**src/rtl/memory_controller_pkg.sv**
```systemverilog
// memory_controller_pkg
//   Shared widths, memory op encodings and controller state codes for the
//   memory controller and its neighbours (LSB, ROB, IF).
package memory_controller_pkg;

    localparam int XLEN           = 32;
    localparam int INST_OP_WIDTH  = 6;
    localparam int ROB_SIZE_WIDTH = 4;

    localparam logic [INST_OP_WIDTH-1:0] OP_LB  = 6'd11;
    localparam logic [INST_OP_WIDTH-1:0] OP_LH  = 6'd12;
    localparam logic [INST_OP_WIDTH-1:0] OP_LW  = 6'd13;
    localparam logic [INST_OP_WIDTH-1:0] OP_LBU = 6'd14;
    localparam logic [INST_OP_WIDTH-1:0] OP_LHU = 6'd15;
    localparam logic [INST_OP_WIDTH-1:0] OP_SB  = 6'd16;
    localparam logic [INST_OP_WIDTH-1:0] OP_SH  = 6'd17;
    localparam logic [INST_OP_WIDTH-1:0] OP_SW  = 6'd18;

    typedef enum logic [1:0] {
        MC_IDLE  = 2'd0,
        MC_LOAD  = 2'd1,
        MC_STORE = 2'd2,
        MC_FETCH = 2'd3
    } mc_state_e;

    // Number of bytes moved on the RAM port for a given op.
    function automatic logic [2:0] op_len(input logic [INST_OP_WIDTH-1:0] op);
        case (op)
            OP_LB, OP_LBU, OP_SB: return 3'd1;
            OP_LH, OP_LHU, OP_SH: return 3'd2;
            default:              return 3'd4;
        endcase
    endfunction

endpackage

```
**src/rtl/memory_controller.sv**
```systemverilog
// memory_controller
//   Sole owner of the byte-wide RAM/IO port. Serialises committed stores
//   (ROB), loads (LSB) and 32-bit instruction fetches (IF), priority
//   store > load > fetch, accepting only when idle.
// Ports:
//   clk, rst (sync, active high), rdy (global enable), flush
//   io_buffer_full              : hold stores to the IO port while set
//   lsb_mem_*                   : load request pulse (op, addr, ROB id)
//   rob_mem_*                   : committed store pulse (op, addr, data)
//   if_enable/if_addr           : fetch request level; if_ready/if_inst result
//   mem_busy                    : cannot accept a load/store this cycle
//   mem_data_ready/data/id      : load result broadcast pulse
//   mem_din/dout/a/wr           : RAM port, 1-cycle read latency
module memory_controller
    import memory_controller_pkg::*;
#(
    parameter logic [XLEN-1:0] IO_ADDR = 32'h30000
) (
    input  logic                      clk,
    input  logic                      rst,
    input  logic                      rdy,
    input  logic                      flush,
    input  logic                      io_buffer_full,
    input  logic                      lsb_mem_enable,
    input  logic [INST_OP_WIDTH-1:0]  lsb_mem_op,
    input  logic [XLEN-1:0]           lsb_mem_addr,
    input  logic [ROB_SIZE_WIDTH-1:0] lsb_mem_id,
    input  logic                      rob_mem_enable,
    input  logic [INST_OP_WIDTH-1:0]  rob_mem_op,
    input  logic [XLEN-1:0]           rob_mem_addr,
    input  logic [XLEN-1:0]           rob_mem_data,
    input  logic                      if_enable,
    input  logic [XLEN-1:0]           if_addr,
    output logic                      if_ready,
    output logic [XLEN-1:0]           if_inst,
    output logic                      mem_busy,
    output logic                      mem_data_ready,
    output logic [XLEN-1:0]           mem_data,
    output logic [ROB_SIZE_WIDTH-1:0] mem_id,
    input  logic [7:0]                mem_din,
    output logic [7:0]                mem_dout,
    output logic [XLEN-1:0]           mem_a,
    output logic                      mem_wr
);

    mc_state_e                 state_q, state_d;
    logic [2:0]                cnt_q, cnt_d;
    logic [2:0]                len_q, len_d;
    logic [INST_OP_WIDTH-1:0]  op_q, op_d;
    logic [XLEN-1:0]           addr_q, addr_d;
    logic [XLEN-1:0]           data_q, data_d;
    logic [XLEN-1:0]           buf_q, buf_d;
    logic [ROB_SIZE_WIDTH-1:0] id_q, id_d;
    logic                      if_ready_q, if_ready_d;
    logic [XLEN-1:0]           if_inst_q, if_inst_d;
    logic                      mem_data_ready_q, mem_data_ready_d;
    logic [XLEN-1:0]           mem_data_q, mem_data_d;
    logic [ROB_SIZE_WIDTH-1:0] mem_id_q, mem_id_d;

    logic [XLEN-1:0]           word;
    logic [1:0]                lane;
    logic                      wr_c;

    function automatic logic io_hold(input logic [XLEN-1:0] a, input logic full);
        return full && (a == IO_ADDR || a == IO_ADDR + 32'd4);
    endfunction

    function automatic logic [XLEN-1:0] load_extend(input logic [INST_OP_WIDTH-1:0] op,
                                                   input logic [XLEN-1:0] w);
        case (op)
            OP_LB:   return {{24{w[7]}}, w[7:0]};
            OP_LBU:  return {24'b0, w[7:0]};
            OP_LH:   return {{16{w[15]}}, w[15:0]};
            OP_LHU:  return {16'b0, w[15:0]};
            default: return w;
        endcase
    endfunction

    assign mem_busy       = (state_q != MC_IDLE) | lsb_mem_enable | rob_mem_enable;
    // A write strobe while the core is stalled would be replayed, so gate it.
    assign mem_wr         = wr_c & rdy;
    assign if_ready       = if_ready_q;
    assign if_inst        = if_inst_q;
    assign mem_data_ready = mem_data_ready_q;
    assign mem_data       = mem_data_q;
    assign mem_id         = mem_id_q;

    always_comb begin
        state_d          = state_q;
        cnt_d            = cnt_q;
        len_d            = len_q;
        op_d             = op_q;
        addr_d           = addr_q;
        data_d           = data_q;
        buf_d            = buf_q;
        id_d             = id_q;
        if_ready_d       = 1'b0;
        if_inst_d        = if_inst_q;
        mem_data_ready_d = 1'b0;
        mem_data_d       = mem_data_q;
        mem_id_d         = mem_id_q;
        mem_a            = '0;
        mem_dout         = 8'h00;
        wr_c             = 1'b0;
        // In LOAD/FETCH, cnt_q bytes have been addressed; mem_din now holds
        // byte cnt_q-1 because of the one-cycle read latency.
        lane             = cnt_q[1:0] - 2'd1;
        word             = buf_q;
        word[{lane, 3'b000} +: 8] = mem_din;

        unique case (state_q)
            MC_IDLE: begin
                if (rob_mem_enable) begin
                    op_d   = rob_mem_op;
                    addr_d = rob_mem_addr;
                    data_d = rob_mem_data;
                    len_d  = op_len(rob_mem_op);
                    if (io_hold(rob_mem_addr, io_buffer_full)) begin
                        state_d = MC_STORE;
                        cnt_d   = 3'd0;
                    end else begin
                        // Byte 0 goes out in the accept cycle itself.
                        mem_a    = rob_mem_addr;
                        mem_dout = rob_mem_data[7:0];
                        wr_c     = 1'b1;
                        cnt_d    = 3'd1;
                        state_d  = (op_len(rob_mem_op) == 3'd1) ? MC_IDLE : MC_STORE;
                    end
                end else if (lsb_mem_enable && !flush) begin
                    op_d    = lsb_mem_op;
                    addr_d  = lsb_mem_addr;
                    id_d    = lsb_mem_id;
                    len_d   = op_len(lsb_mem_op);
                    buf_d   = '0;
                    cnt_d   = 3'd1;
                    mem_a   = lsb_mem_addr;
                    state_d = MC_LOAD;
                end else if (if_enable && !flush) begin
                    addr_d  = if_addr;
                    len_d   = 3'd4;
                    buf_d   = '0;
                    cnt_d   = 3'd1;
                    mem_a   = if_addr;
                    state_d = MC_FETCH;
                end
            end
            MC_STORE: begin
                // Committed stores ignore flush; only the UART back-pressure stalls them.
                if (!io_hold(addr_q, io_buffer_full)) begin
                    mem_a    = addr_q + {{(XLEN-3){1'b0}}, cnt_q};
                    mem_dout = data_q[{cnt_q[1:0], 3'b000} +: 8];
                    wr_c     = 1'b1;
                    cnt_d    = cnt_q + 3'd1;
                    if (cnt_q + 3'd1 == len_q) state_d = MC_IDLE;
                end
            end
            MC_LOAD, MC_FETCH: begin
                if (flush) begin
                    state_d = MC_IDLE;
                end else begin
                    if (cnt_q < len_q) mem_a = addr_q + {{(XLEN-3){1'b0}}, cnt_q};
                    buf_d = word;
                    if (cnt_q == len_q) begin
                        state_d = MC_IDLE;
                        if (state_q == MC_LOAD) begin
                            mem_data_ready_d = 1'b1;
                            mem_data_d       = load_extend(op_q, word);
                            mem_id_d         = id_q;
                        end else begin
                            if_ready_d = 1'b1;
                            if_inst_d  = word;
                        end
                    end else begin
                        cnt_d = cnt_q + 3'd1;
                    end
                end
            end
            default: state_d = MC_IDLE;
        endcase
    end

    always_ff @(posedge clk) begin
        if (rst) begin
            state_q          <= MC_IDLE;
            cnt_q            <= '0;
            len_q            <= '0;
            op_q             <= '0;
            addr_q           <= '0;
            data_q           <= '0;
            buf_q            <= '0;
            id_q             <= '0;
            if_ready_q       <= 1'b0;
            if_inst_q        <= '0;
            mem_data_ready_q <= 1'b0;
            mem_data_q       <= '0;
            mem_id_q         <= '0;
        end else if (rdy) begin
            state_q          <= state_d;
            cnt_q            <= cnt_d;
            len_q            <= len_d;
            op_q             <= op_d;
            addr_q           <= addr_d;
            data_q           <= data_d;
            buf_q            <= buf_d;
            id_q             <= id_d;
            if_ready_q       <= if_ready_d;
            if_inst_q        <= if_inst_d;
            mem_data_ready_q <= mem_data_ready_d;
            mem_data_q       <= mem_data_d;
            mem_id_q         <= mem_id_d;
        end
    end

endmodule

```
**config.mk**
```make
export PLATFORM = sky130hd
export DESIGN_NAME = memory_controller
export DESIGN_NICKNAME = d
export VERILOG_FILES = /design/src/rtl/memory_controller_pkg.sv /design/src/rtl/memory_controller.sv
export SDC_FILE = /design/constraint.sdc
export NUM_CORES = 1
export LEC_CHECK = 0
export BUFFER_PORTS_ARGS = -buffer_cell sky130_fd_sc_hd__buf_2
export CAP_MARGIN = 20
export CORE_MARGIN = 1.5
export CORE_UTILIZATION = 35
export DETAILED_ROUTE_END_ITERATION = 8
export PLACE_DENSITY = 0.56
export SLEW_MARGIN = 20
export SYNTH_ARGS = -nofsm -noshare
export SYNTH_HDL_FRONTEND = slang
export SYNTH_SLANG_ARGS = --single-unit
```
**constraint.sdc**
```tcl
create_clock -name clk -period 4.4 [get_ports clk]
set_input_delay 0.22 -clock clk [delete_from_list [all_inputs] [get_ports clk]]
set_output_delay 0.22 -clock clk [all_outputs]
set_load 0.05 [all_outputs]
```
==> flow_summary.json, run 1 <==
{
  "endpoint_kind": "output port",
  "syn_avg_cell_area_um2": 7.55,
  "cts-root-buf": "clkbuf_16",
  "die_x_um": 173,
  "dp.final_hpwl_um": 24300,
  "syn_nets": 1506,
  "wirelength_um": 33900,
  "layout-drive-gt1-share_pct": 23.0,
  "fin_tns_setup_ps": 0,
  "final_cell_area_mm2": 0.0123,
  "ys_seq_elements": 184,
  "clk_latency_ps": 440,
  "antenna_found_initial": 2,
  "yosys-top-cells-area": "dfxtp_1, a21oi_1, nand2_1",
  "fmax_mhz": 287,
  "holdBufCountCts": 4,
  "finalCritPeriodShare_pct": 79.3,
  "drt_iter0_markers": 602,
  "synth-main-ff-cell": "dfxtp_1",
  "postCtsSetupRepairBufs": 0,
  "fin_nets": 1718,
  "synth_edf_count": 0,
  "cts_buffer_depth": 2,
  "yosysTopAreaCell": "dfxtp_1",
  "grt_max_degree": 111,
  "place.gp.congestion": 0.880,
  "die-area_mm2": 0.0298,
  "wire_per_inst_um": 17.5,
  "cp.required_ps": 4180,
  "ir_worst_vdd_v": 0.000262,
  "seq_area_frac_synth_pct": 36.6,
  "nFillCells": 2989,
  "synth-async-reset-ratio_pct": 0,
  "ios": 272,
  "cp.arrival_ps": 3270,
  "drv_slew": 0,
  "hold_class": "in2reg",
  "final_hold_viol_count": 0,
  "overflow": 0,
  "ant_nets": 0,
  "cp_max_fo": 19,
  "cap_violations": 0,
  "die_height_um": 173,
  "layout.area.seq_mm2": 0.00368,
  "route.vias.total": 10300,
  "synthMostInstantiatedCell": "nand2_1",
  "maxSlewHeadroom_pct": 33.7,
  "place.port_buffers": 271,
  "r2r_setup_slack_ps": 1470,
  "power_leakage_nw": 4.83,
  "place_area_mm2": 0.0116,
  "post_cts_resized": 0,
  "yosysUniqueCellTypes": 69,
  "grtUsageTotal_pct": 22.3,
  "vias_per_cell": 5.33,
  "grt_pass1_vias": 9868,
  "synth_area_mm2": 0.0101,
  "start_util_pct": 35.9,
  "setup_viol": 0,
  "multiInputGateArea_mm2": 0.00574,
  "grt_first_pass_wirelength_um": 53900,
  "numCtsBuffers": 17,
  "drt-pass1-iter-count": 5,
  "htree_levels": 4,
  "powerDensity_mw_per_mm2": 365,
  "clk_pin_slew_ps": 80,
  "fp.coreArea_mm2": 0.0281,
  "rsz0062_at_grt": "false",
  "row_count": 61,
  "cts_sinks": 184,
  "tightest_slew_ps": 991,
  "synth_top_area_share_pct": 36.6,
  "netlist_instances": 1335,
  "criticalPathCategory": "reg2out",
  "finClkSkew_ps": 15.1,
  "drc_errors": 0,
  "status": "finished, final reports clean",
  "netlist_top_cells_count": "nand2_1, dfxtp_1, a21oi_1, nor2_1, clkbuf_1",
  "cts_tree": "yes",
  "cp-start-kind": "flop",
  "period_minus_slack_ps": 3490,
  "synth-warning-count": 0,
  "syn2layout_area_growth_pct": 22.2
}
-- sequential cells by signal (all words and copies together) (netlist names) --
register	cells
buf_q	32
addr_q	32
op_q	6
id_q	4
data_q	32
if_ready	1
cnt_q	3
mem_id	4
len_q	3
state_q	2
mem_data_ready	1
mem_data	32
if_inst	32
-- critical path, cell delays in order, from the launching register on --
cell and delay [ps]:
dfxtp_1 360, nor4_1 500, nand4_2 250, o21ai_4 380, and2_1 590, buf_4 370, o32ai_1 140, buf_2 250
-- power breakdown --
group / switching (mW) / internal, mW
Combinational: 0.756 / 0.338
Clock: 0.761 / 0.836
Sequential: 0.0730 / 1.73
Total: 1.59 / 2.90
-- cell usage in the layout, fill, tap and decap left out, drive strengths merged, types with 29 or more instances in the layout --
master / count
a21oi: 167
buf: 293
nor2: 143
o21ai: 43
inv: 63
nand3: 43
nand2: 215
nor3: 29
dfxtp: 184
a211oi: 52
-- routing by layer --
layer  global-route usage [%]  wire length (µm)  vias up
met5                        0                 0        -
li1                         -                 -     5128
met2                     36.5             15800      338
met4                     9.06               925        0
met1                     29.0             15300     4813
met3                     3.94              1880       57
-- cell type report --
cell class / instances / share of cell area, %
diodes: 2 / 0.0407
clock buffers: 18 / 3.57
clock inverters: 14 / 1.43
inverters: 55 / 1.68
multi-input cells: 992 / 46.6
flip-flops and latches: 184 / 29.9
well taps: 378 / 3.84
repair buffers: 297 / 12.9
-- cell families after synthesis --
family          synth area share (%)
mux                             2.78
fa+ha+maj                       1.44
flops                           36.6
buf+inv                         6.76
simple gates                    26.8
compound gates                  22.6
xor+xnor                        3.02
-- per-stage QoR --
step / total power [mW] / hold WS, ps / setup slack (ps) / std cells / util (%)
after floorplan: 2.60 / 356 / 1730 / 1335 / -
after global placement: 2.92 / 436 / 1460 / 1901 / 41.4
after detailed placement: 2.93 / 440 / 1380 / 1902 / 41.5
after CTS: 4.54 / 1.53 / 902 / 1938 / 43.8
after global routing: 4.70 / 13.0 / 694 / 1940 / 43.8
final: 4.49 / 15.8 / 912 / 1940 / 43.8
-- worst paths after layout --
check / from / end / depth (start not counted)
worst max register to register: cnt_q[1] / if_inst[7] / 7
worst min register to register: buf_q[2] / buf_q[2] / 2
worst max-delay path: addr_q[25] / mem_a[19] / 7
worst min-delay path: rob_mem_data[26] / data_q[26] / 3
Note: power is estimated with default switching activity, not from simulation.
==> run 2, diff against run 1 <==
==> constraint.sdc (replaced) <==
create_clock -name clk -period 3.54 [get_ports clk]
set_input_delay 0.177 -clock clk [delete_from_list [all_inputs] [get_ports clk]]
set_output_delay 0.177 -clock clk [all_outputs]
set_load 0.05 [all_outputs]
==> run 2 against run 1 <==
Effect of this change: critical endpoint is now mem_a[30]; sequential share of layout area down 0.65 points; clock power grew 22%; sequential cell count unchanged; cell count grew 1.5%; die area unchanged; worst hold slack improved by 0.96 ps; register-to-register slack lost 540 ps; combinational power rose by 26%.
==> flow_summary.json, run 2 (synthesized netlist as in run 1, its figures left out) <==
{
  "cts-root-buf": "clkbuf_16",
  "finClkSkew_ps": 18.3,
  "cp_max_fo": 10,
  "critPathSlowestCell": "dfxtp_1",
  "finalCritPeriodShare_pct": 87.8,
  "powerDensity_mw_per_mm2": 443,
  "drt-pass1-iter-count": 7,
  "power_leakage_nw": 4.94,
  "htree_levels": 4,
  "period_minus_slack_ps": 3110,
  "clk_pin_slew_ps": 70,
  "p_sw_share_pct": 35.4,
  "layout_setup_ws_ps": 433,
  "setup_viol": 0,
  "wire_per_inst_um": 17.1,
  "vias_per_cell": 5.31,
  "startpoint": "cnt_q[0]",
  "grt_pass1_vias": 10200,
  "ios": 272,
  "die-area_mm2": 0.0298,
  "switchingPower_mw": 1.97,
  "cts_tree": "yes",
  "pre_cts_ws_ps": 886,
  "r2r_setup_slack_ps": 930,
  "drc_errors": 0,
  "cp.arrival_ps": 2930,
  "cp.required_ps": 3360,
  "crit_end": "mem_a[30]",
  "rsz0062_at_grt": "false",
  "reg2reg_depth": 5,
  "final_common_cell": "buf_2",
  "start_util_pct": 35.9,
  "grtUsageTotal_pct": 22.4,
  "fp.coreArea_mm2": 0.0281,
  "r2r_start": "cnt_q[0]",
  "row_count": 61,
  "cp-start-kind": "flop",
  "nFillCells": 2919,
  "pwr-share-seq_pct": 40.2,
  "place_area_mm2": 0.0116,
  "status": "finished, final reports clean",
  "ant_nets": 0,
  "post_cts_resized": 0,
  "clockPowerShare_pct": 35.2,
  "fmax_mhz": 322,
  "dp.final_hpwl_um": 23900,
  "grt_max_degree": 120,
  "route.vias.total": 10400,
  "criticalPathCategory": "reg2out",
  "ir_worst_vdd_v": 0.000325,
  "hold_class": "in2reg",
  "intPower_mw": 3.61,
  "wirelength_um": 33600,
  "clk_latency_ps": 440,
  "cts_buffer_depth": 2,
  "grt_first_pass_wirelength_um": 54400,
  "maxSlewHeadroom_pct": 37.9,
  "p_comb_share_pct": 24.6,
  "final_cell_area_mm2": 0.0126,
  "endpoint_kind": "output port",
  "syn2layout_area_growth_pct": 24.9,
  "drv_slew": 0,
  "cap_violations": 0,
  "antenna_found_initial": 2,
  "numCtsBuffers": 17,
  "place.gp.congestion": 0.876,
  "die_height_um": 173,
  "layout-drive-gt1-share_pct": 22.7,
  "die_x_um": 173,
  "crit_path_cell_trace": "ha_1 -> fa_1 -> a21oi_1 -> nor4_4 -> nand4_1 -> xor2_1 -> o32ai_1 -> buf_2",
  "final_hold_viol_count": 0,
  "fin_nets": 1747,
  "fin_tns_setup_ps": 0,
  "rr_endpoint": "mem_data[26]",
  "fin_util_pct": 44.8,
  "hold-path-cell-count": 3,
  "tightest_slew_ps": 931,
  "place.port_buffers": 271,
  "layout_common_cells": "buf_2, nand2_1, dfxtp_1",
  "drt_iter0_markers": 693,
  "overflow": 0,
  "cts_sinks": 184,
  "slowest_delay_ps": 540
}
## run 2: changes by cell type in the layout (fill, tap and decap cells not counted), sizes merged
| cell | before | now |
|---|---|---|
| buf | 293 | 294 |
| clkinv | 4 | 7 |
| clkbuf | 18 | 17 |
| inv | 63 | 61 |
| dlygate4sd3 | 4 | 32 |
## run 2: worst min path at each step
stage                           startpoint          to
after floorplan            rob_mem_data[0]   data_q[0]
after global placement    rob_mem_data[31]  data_q[31]
after detailed placement  rob_mem_data[19]  data_q[19]
after CTS                    lsb_mem_id[3]     id_q[3]
after global routing       rob_mem_data[6]   data_q[6]
final                      rob_mem_data[0]   data_q[0]
## run 2: worst max-delay path, delay by kind of cell (launching register included)
family | cells | cell delay [ps]
flops | 1 | 540
compound gates | 2 | 340
fa+ha+maj | 2 | 470
buf+inv | 1 | 340
xor+xnor | 1 | 170
simple gates | 2 | 630
## run 2: final cells by class
| class | instances | area (µm²) | share of cell area, % |
|---|---|---|---|
| Multi-Input combinational cell | 992 | 5740 | 45.6 |
| Sequential cell | 184 | 3680 | 29.3 |
| Timing Repair Buffer | 326 | 1870 | 14.8 |
| Tap cell | 378 | 473 | 3.76 |
| Clock buffer | 17 | 425 | 3.38 |
| Inverter | 55 | 206 | 1.64 |
| Clock inverter | 15 | 183 | 1.45 |
| Antenna cell | 2 | 5.00 | 0.0398 |
## run 2: power groups by stage
stage / clock, mW / combinational (mW) / sequential (mW)
final: 1.96 / 1.37 / 2.24
after CTS: 2.01 / 1.37 / 2.24
after detailed placement: 0 / 1.34 / 2.29
after global routing: 2.11 / 1.48 / 2.26
after global placement: 0 / 1.34 / 2.29
after floorplan: 0 / 0.949 / 2.28
## run 2: timing repair
action | in CTS | in global routing
buffers inserted | 0 | 0
hold endpoints to repair | 32 | 0
hold buffers | 32 | 0
## run 2: metrics by stage
step / cells / power [mW] / hold slack (ps)
final: 1969 / 5.58 / 16.8
after detailed placement: 1903 / 3.64 / 426
after global placement: 1903 / 3.63 / 423
after global routing: 1969 / 5.85 / 14.2
after CTS: 1967 / 5.63 / 3.91
after floorplan: 1335 / 3.23 / 313
## run 2: per-layer routing
| layer | track usage (%) | vias up | wire length, µm |
|---|---|---|---|
| met5 | 0 | - | 0 |
| met4 | 7.25 | 0 | 824 |
| met3 | 4.42 | 58 | 2010 |
| met2 | 36.9 | 372 | 15900 |
| met1 | 29.2 | 4832 | 14800 |
| li1 | - | 5185 | - |
